==> config.mk <==
export PLATFORM = sky130hd
export DESIGN_NAME = nic_access_sched_flat
export DESIGN_NICKNAME = d
export VERILOG_FILES = /design/src/rtl/nic_access_sched_if.sv /design/src/rtl/nic_access_sched.sv /design/src/flat_wrapper.sv
export SDC_FILE = /design/constraint.sdc
export NUM_CORES = 1
export LEC_CHECK = 0
export CAP_MARGIN = 20
export CORE_MARGIN = 4
export CORE_UTILIZATION = 35
export CTS_BUF_LIST = sky130_fd_sc_hd__clkbuf_8
export DETAILED_ROUTE_END_ITERATION = 8
export PLACE_DENSITY_LB_ADDON = 0.2
export SLEW_MARGIN = 25
export SYNTH_ARGS = -nofsm -noshare
export SYNTH_HDL_FRONTEND = slang
export SYNTH_SLANG_ARGS = --single-unit
==> constraint.sdc <==
create_clock -name clk -period 9.8 [get_ports clk]
set_input_delay 1.96 -clock clk [delete_from_list [all_inputs] [get_ports clk]]
set_output_delay 1.96 -clock clk [all_outputs]
set_load 0.02 [all_outputs]
==> src/rtl/nic_access_sched_if.sv <==
// -----------------------------------------------------------------------------
// nic_access_sched_if
// Bundles the two-requester handshake and the NIC processor-port signals used
// by nic_access_sched.
//   slave  : the scheduler side (drives req_ready/req_done/req_ok/req_rdata and
//            the NIC strobes nicEn/nicWrEn/addr/d_in; receives requests and d_out)
//   master : the environment side (requesters plus the NIC read-data return)
// -----------------------------------------------------------------------------
interface nic_access_sched_if;
   logic [1:0]  req_valid;
   logic [1:0]  req_wr;
   logic [63:0] req_wdata0;
   logic [63:0] req_wdata1;
   logic [1:0]  req_ready;
   logic [1:0]  req_done;
   logic        req_ok;
   logic [63:0] req_rdata;
   logic        nicEn;
   logic        nicWrEn;
   logic [1:0]  addr;
   logic [63:0] d_in;
   logic [63:0] d_out;

   modport slave (
      input  req_valid, req_wr, req_wdata0, req_wdata1, d_out,
      output req_ready, req_done, req_ok, req_rdata, nicEn, nicWrEn, addr, d_in
   );

   modport master (
      output req_valid, req_wr, req_wdata0, req_wdata1, d_out,
      input  req_ready, req_done, req_ok, req_rdata, nicEn, nicWrEn, addr, d_in
   );
endinterface

==> src/rtl/nic_access_sched.sv <==
// -----------------------------------------------------------------------------
// nic_access_sched
// Round-robin scheduler giving two requesters serialized access to a NIC
// processor port. Each request polls the relevant status register up to
// MAX_POLL times, then performs one buffer write (send) or read (receive).
// Ports:
//   clk   : single clock, rising edge
//   reset : asynchronous, active-high
//   bus   : nic_access_sched_if.slave (request handshake + NIC port)
// Parameter:
//   MAX_POLL : status polls per request before failing (1..15)
// -----------------------------------------------------------------------------
module nic_access_sched #(
   parameter int unsigned MAX_POLL = 4
) (
   input logic               clk,
   input logic               reset,
   nic_access_sched_if.slave bus
);

   localparam logic [3:0] POLL_LIMIT = 4'(MAX_POLL);

   typedef enum logic [1:0] {
      ST_IDLE,
      ST_POLL,
      ST_XFER,
      ST_DONE
   } state_t;

   state_t      state_q;
   logic        ptr_q;       // preferred requester when both are valid
   logic        idx_q;       // granted requester
   logic        op_q;        // 1 = send, 0 = receive
   logic [63:0] payload_q;
   logic [3:0]  poll_cnt_q;
   logic [3:0]  poll_cnt_d;

   // Registered outputs
   logic [1:0]  done_q;
   logic        ok_q;
   logic [63:0] rdata_q;
   logic        nic_en_q;
   logic        nic_wr_q;
   logic [1:0]  addr_q;
   logic [63:0] d_in_q;

   logic grant0;
   logic grant1;
   logic grant_any;
   logic status_met;

   always_comb begin
      grant0     = bus.req_valid[0] & (~bus.req_valid[1] | ~ptr_q);
      grant1     = bus.req_valid[1] & (~bus.req_valid[0] |  ptr_q);
      // Gated by reset so req_ready is zero immediately while reset is held.
      grant_any  = (state_q == ST_IDLE) & ~reset & (grant0 | grant1);
      // Send waits for an empty output buffer, receive for a full input buffer.
      status_met = op_q ? ~bus.d_out[0] : bus.d_out[0];
      poll_cnt_d = poll_cnt_q + 4'd1;
   end

   // req_ready is the only Mealy output: it pulses in the IDLE cycle that
   // sees the request, so the grant edge is the edge that enters POLL.
   assign bus.req_ready = grant_any ? {grant1, grant0} : 2'b00;
   assign bus.req_done  = done_q;
   assign bus.req_ok    = ok_q;
   assign bus.req_rdata = rdata_q;
   assign bus.nicEn     = nic_en_q;
   assign bus.nicWrEn   = nic_wr_q;
   assign bus.addr      = addr_q;
   assign bus.d_in      = d_in_q;

   // Output registers are loaded with the values belonging to the state being
   // entered, so they behave as Moore outputs of state_q without a decode stage.
   always_ff @(posedge clk or posedge reset) begin
      if (reset) begin
         state_q    <= ST_IDLE;
         ptr_q      <= 1'b0;
         idx_q      <= 1'b0;
         op_q       <= 1'b0;
         payload_q  <= '0;
         poll_cnt_q <= '0;
         done_q     <= '0;
         ok_q       <= 1'b0;
         rdata_q    <= '0;
         nic_en_q   <= 1'b0;
         nic_wr_q   <= 1'b0;
         addr_q     <= '0;
         d_in_q     <= '0;
      end else begin
         done_q   <= '0;
         ok_q     <= 1'b0;
         rdata_q  <= '0;
         nic_en_q <= 1'b0;
         nic_wr_q <= 1'b0;
         addr_q   <= '0;
         d_in_q   <= '0;

         case (state_q)
            ST_IDLE: begin
               if (grant_any) begin
                  idx_q      <= grant1;
                  op_q       <= grant1 ? bus.req_wr[1] : bus.req_wr[0];
                  payload_q  <= grant1 ? bus.req_wdata1 : bus.req_wdata0;
                  poll_cnt_q <= '0;
                  state_q    <= ST_POLL;
                  nic_en_q   <= 1'b1;
                  addr_q     <= (grant1 ? bus.req_wr[1] : bus.req_wr[0]) ? 2'b11 : 2'b01;
               end
            end

            ST_POLL: begin
               if (status_met) begin
                  state_q  <= ST_XFER;
                  nic_en_q <= 1'b1;
                  nic_wr_q <= op_q;
                  addr_q   <= op_q ? 2'b10 : 2'b00;
                  d_in_q   <= op_q ? payload_q : '0;
               end else if (poll_cnt_d == POLL_LIMIT) begin
                  poll_cnt_q <= poll_cnt_d;
                  state_q    <= ST_DONE;
                  done_q     <= idx_q ? 2'b10 : 2'b01;
                  ok_q       <= 1'b0;
                  ptr_q      <= ~idx_q;
               end else begin
                  poll_cnt_q <= poll_cnt_d;
                  nic_en_q   <= 1'b1;
                  addr_q     <= op_q ? 2'b11 : 2'b01;
               end
            end

            ST_XFER: begin
               state_q <= ST_DONE;
               done_q  <= idx_q ? 2'b10 : 2'b01;
               ok_q    <= 1'b1;
               rdata_q <= op_q ? '0 : bus.d_out;
               ptr_q   <= ~idx_q;
            end

            ST_DONE: begin
               state_q <= ST_IDLE;
            end

            default: begin
               state_q <= ST_IDLE;
            end
         endcase
      end
   end

endmodule

==> src/flat_wrapper.sv <==
// flat-port wrapper written by rule: the top's interface ports become plain ports
module nic_access_sched_flat 
#(
   parameter int unsigned MAX_POLL = 4
)
  (clk, reset, bus_req_valid, bus_req_wr, bus_req_wdata0, bus_req_wdata1, bus_d_out, bus_req_ready, bus_req_done, bus_req_ok, bus_req_rdata, bus_nicEn, bus_nicWrEn, bus_addr, bus_d_in);
  nic_access_sched_if bus_i ();
  input logic clk;
  input logic reset;
  input wire logic [$bits(bus_i.req_valid)-1:0] bus_req_valid;
  input wire logic [$bits(bus_i.req_wr)-1:0] bus_req_wr;
  input wire logic [$bits(bus_i.req_wdata0)-1:0] bus_req_wdata0;
  input wire logic [$bits(bus_i.req_wdata1)-1:0] bus_req_wdata1;
  input wire logic [$bits(bus_i.d_out)-1:0] bus_d_out;
  output wire logic [$bits(bus_i.req_ready)-1:0] bus_req_ready;
  output wire logic [$bits(bus_i.req_done)-1:0] bus_req_done;
  output wire logic [$bits(bus_i.req_ok)-1:0] bus_req_ok;
  output wire logic [$bits(bus_i.req_rdata)-1:0] bus_req_rdata;
  output wire logic [$bits(bus_i.nicEn)-1:0] bus_nicEn;
  output wire logic [$bits(bus_i.nicWrEn)-1:0] bus_nicWrEn;
  output wire logic [$bits(bus_i.addr)-1:0] bus_addr;
  output wire logic [$bits(bus_i.d_in)-1:0] bus_d_in;
  assign bus_i.req_valid = bus_req_valid;
  assign bus_i.req_wr = bus_req_wr;
  assign bus_i.req_wdata0 = bus_req_wdata0;
  assign bus_i.req_wdata1 = bus_req_wdata1;
  assign bus_i.d_out = bus_d_out;
  assign bus_req_ready = bus_i.req_ready;
  assign bus_req_done = bus_i.req_done;
  assign bus_req_ok = bus_i.req_ok;
  assign bus_req_rdata = bus_i.req_rdata;
  assign bus_nicEn = bus_i.nicEn;
  assign bus_nicWrEn = bus_i.nicWrEn;
  assign bus_addr = bus_i.addr;
  assign bus_d_in = bus_i.d_in;
  nic_access_sched #(.MAX_POLL(MAX_POLL)) u_core (.clk(clk), .reset(reset), .bus(bus_i));
endmodule
Yosys cells after proc, flatten, opt, wreduce, memory -nomap -nowiden
Index checks and enable logic that the tools add are counted.

cells by class
  add/sub/neg operators = 1
  eq/ne operators = 8
  multiplexer cells = 37
  bitwise logic cells = 13
  reduce and logical (&&, ||, !) cells = 7

operator list
  cell                                                    count
  two-way mux 64 bit                                      6
  two-way mux 2 bit                                       13
  two-way mux 1 bit                                       10
  two-way mux 4 bit                                       2
  case mux 2 bit (2 select lines)                         2
  case mux 2 bit (4 select lines)                         1
  case mux 4 bit (2 select lines)                         1
  NOT 1 bit                                               6
  AND reduction 3 bit                                     2
  adder 4 x 1 -> 4 bit (second input constant)            1
  AND 1 bit                                               4
  equality test 2 bit (second input constant)             2
  equality test 4 x 3 -> 1 bit (second input constant)    1
  inequality test 2 x 1 -> 1 bit (second input constant)  2
  case mux 1 bit (2 select lines)                         2
  AND reduction 2 bit                                     2
  nonzero test 2 bit                                      2
  inequality test 3 x 1 -> 1 bit (second input constant)  1
  bitwise OR 1 bit                                        3
  equality test 2 x 1 -> 1 bit (second input constant)    1
  zero test 2 bit                                         1
  inequality test 2 bit (second input constant)           1

storage, ports and cells
  register bits after elaboration = 208
  bits of input ports = 198
  logic and storage cells = 79

Logic depth before layout (Yosys ltp)
  depth after elaboration = 7
  gate-level depth with buffers = 9
  depth with buffers taken out = 7

Least setup slack after synthesis
Ideal clock, no wire load.

  kind = input to output
  from = in bus_req_valid[0]
  to = out bus_req_ready[1]
  arrival time = 2.839 ns
  required time = 7.840 ns
  slack = 5.001 ns
  stages = 4
  buffers on the path = 1
  cells stage by stage = inv_1 > o21ai_1 > buf_2 > nor3b_1

on the way
  cells in the longest elaborated chain, start to end = 6

RTL lines
  item                   line                    text
  from (decl)            flat_wrapper.sv:10      input wire logic [$bits(bus_i.req_valid)-1:0] bus_req_valid;
  NOT 1 bit              nic_access_sched.sv:54  grant1 = bus.req_valid[1] & (~bus.req_valid[0] | ptr_q);
  bitwise OR 1 bit       nic_access_sched.sv:54
  AND 1 bit              nic_access_sched.sv:54
  bitwise OR 1 bit       nic_access_sched.sv:56  grant_any = (state_q == ST_IDLE) & ~reset & (grant0 | grant1);
  AND 1 bit              nic_access_sched.sv:56
  two-way mux 2 bit (*)  nic_access_sched.sv:64  assign bus.req_ready = grant_any ? {grant1, grant0} : 2'b00;
  to (decl)              flat_wrapper.sv:15      output wire logic [$bits(bus_i.req_ready)-1:0] bus_req_ready;

Every way passes the cells marked *; elsewhere a longest branch is shown, timed or not.

Final worst setup path
Ends and elaborated chain as after synthesis.

==> flow_summary.yaml <==
cells_and_area:
  final_core_util_pct: 55.4
  num-nets-final: 1196
  syn_to_final_growth_pct: 54.4
  antennaDiodeCount: 0
  fill_cells: 1967
  drive_above_1_share_pct: 6.04
timing:
  timing.final.crit_period_ns: 5.82
  clock_skew_ns: 0.00944
  hold_viol_final: 0
  hold_ws_ns: 0.467
  fmax_ghz: 0.172
  final_max_slew_viol_count: 0
  worst_pin_slew_ns: 0.904
  tns_ns: 0
  setup_slack_ns: 3.98
  slew_headroom_pct: 39.8
  rsz0062_at_grt: "no"
  fin_crit_sh_pct: 59.3
  setup_viol: 0
worst_setup_path:
  worstSetupStartpointType: "input pin"
  crit_top_cell: "clkdlybuf4s50_1"
  crit_path_end_kind: "primary output"
  crit_path_max_incr_delay_ns: 0.58
  crit_fanout: 12
  worstSetupPathType: "input pin to primary output"
  arrival_ns: 3.86
  worst_path_max_delay_cell: "clkdlybuf4s50_1"
  required_ns: 7.84
  path_cells: "clkdlybuf4s50_1 -> inv_1 -> o21ai_4 -> nor3b_1 -> clkdlybuf4s50_1"
detailed_routing:
  wl_per_cell_um: 16.3
  vias: 5661
  drc: 0
  ant_nets: 0
  via_per_inst: 4.39
  drt_iter0_markers: 209
  finalWirelength_mm: 21.0
  first_pass_iters: 4
synth:
  post_synth_inst_count: 647
  synth.distinct_cells: 34
  ys_warn_count: 0
  synth_top_flop_cell: "dfrtp_1"
  synth_edf_count: 0
  synth_most_common_cell: "dfrtp_1"
  async_reset_ff_share_pct: 100
  syn_area_um2: 7910
  synth.avg_cell_area_um2: 12.2
  synth.area.top_cells: "dfrtp_1 66%, and2_1 10%, mux2i_1 8.4%"
  synth_top_cell_area_share_pct: 65.8
  synth_seq_cells: 208
  syn_nets: 853
  yosys-top-cells-count: "208 x dfrtp_1, 130 x and2_1, 75 x o21ai_0, 74 x nand2_1, 66 x mux2i_1"
  yosysSeqAreaShare_pct: 65.8
  yosysTopAreaCell: "dfrtp_1"
clock_tree:
  cts_sinks: 208
  clockBufferDepth: 3
  insertion_delay_ns: 0.51
  cts_resized: 0
  root_buffer: "clkbuf_8"
  cts_tree: "yes"
  cts_made_buffers: 37
  postCtsSetupBuffers: 0
  path_clk_slew_ns: 0.05
  postCtsHoldBufs: 0
  htree_levels: 2
floorplan:
  die_y_um: 158
  start_util_pct: 35.9
  ios: 335
  rows: 54
  die_x_um: 158
  core-area_um2: 22000
  die_area_um2: 25100
grt:
  grt_max_degree: 131
  grt_pass1_vias: 5889
  antenna_found_initial: 0
  overflow: 0
  grt_pass1_wl_mm: 31.6
  grt_usage_pct: 16.2
placed_design:
  dp_hpwl_mm: 15.1
  globalplace.congestion: 0.785
  dp_slack_ns: 3.96
  portBuffers: 334
min_path:
  hp-class: "register to register"
power_and_ir_drop:
  ir_drop_uv: 156
  powerDensity_nw_per_um2: 225
  leakagePower_nw: 5.79
status:
  status: "finished, final reports clean"
flow_run:
  maxCapViolations: 0
==> stage by stage <==
stage,std cells,total power [mW],area [µm²]
finish,1290,2.74,12200
global route,1290,2.94,12200
CTS,1290,2.79,12200
detailed placement,1231,2.07,11600
global placement,1229,2.04,11500
floorplan,647,1.66,7910
==> power by group <==
group          internal (mW)  total [mW]  switching, mW
Clock                  0.378       0.706          0.328
Sequential              1.09        1.18         0.0959
Combinational          0.417       0.856          0.438
==> layout by cell type (no fill, tap or decap), types with 3 or more instances in the layout <==
| cell | count |
|---|---|
| o21ai_0 | 74 |
| inv_1 | 23 |
| nor2_1 | 7 |
| and3_1 | 3 |
| mux2i_1 | 66 |
| and2_1 | 130 |
| nor2b_1 | 3 |
| nand2_1 | 74 |
| dfrtp_1 | 208 |
| clkbuf_8 | 41 |
| clkdlybuf4s50_1 | 334 |
| buf_4 | 4 |
| ha_1 | 8 |
==> flip-flops by register name, indices dropped and copies added (netlist names) <==
name / count
u_core.bus.addr: 2
u_core.op_q: 1
u_core.idx_q: 1
u_core.bus.d_in: 64
u_core.bus.nicEn: 1
u_core.payload_q: 64
u_core.bus.req_rdata: 64
u_core.bus.req_ok: 1
u_core.poll_cnt_q: 4
u_core.ptr_q: 1
u_core.state_q: 2
u_core.bus.nicWrEn: 1
u_core.bus.req_done: 2
==> kinds of logic (layout without fill, tap and decap cells) <==
kind of cell               count (synthesis)  count (layout)  synth area share, %
and+or+nand+nor                          228             228                 15.7
muxes                                     67              67                 8.55
AOI/OAI and AO/OA                         90              90                 6.17
DFF                                      208             208                 65.8
adders and majority gates                  8               8                 1.27
buffers and inverters                     46             409                 2.52
==> metal layers <==
layer  GRT usage [%]  part of all wire (%)  up-vias
met5               0                     0        -
met3            6.85                    11       28
met4            4.96                   1.9        0
li1                -                     -     2795
met2            27.6                    48      247
met1            18.5                    38     2591
==> worst paths after layout <==
kind	slack, ns	start	cells past startpoint	to
max	3.98	bus_req_valid[0]	5	bus_req_ready[1]
max reg2reg	7.52	u_core.state_q[0]$_DFFE_PP0P_	8	u_core.state_q[1]$_DFFE_PP0P_
min	0.47	u_core.payload_q[49]$_DFFE_PP0P_	2	u_core.payload_q[49]$_DFFE_PP0P_
max in group asynchronous	6.40	reset	3	u_core.bus.d_in[23]$_DFF_PP0_
min in group asynchronous	2.12	reset	2	u_core.bus.req_done[1]$_DFF_PP0_
min reg2reg	0.47	u_core.payload_q[49]$_DFFE_PP0P_	2	u_core.payload_q[49]$_DFFE_PP0P_
==> layout make-up <==
cell class / instances / area [µm²] / area share [%]
Sequential cell: 208 / 5200 / 42.6
Timing Repair Buffer: 341 / 3430 / 28.1
Inverter: 9 / 41.3 / 0.338
Clock inverter: 18 / 73.8 / 0.605
Clock buffer: 41 / 564 / 4.62
Multi-Input combinational cell: 393 / 2540 / 20.8
Tap cell: 280 / 350 / 2.87
==> worst max-delay path, delay by kind of cell <==
kind | cells | cell delay (ns)
buffers and inverters | 3 | 1.23
AOI/OAI and AO/OA | 1 | 0.52
and+or+nand+nor | 1 | 0.14
No activity file was read; power rests on OpenSTA's default activity.
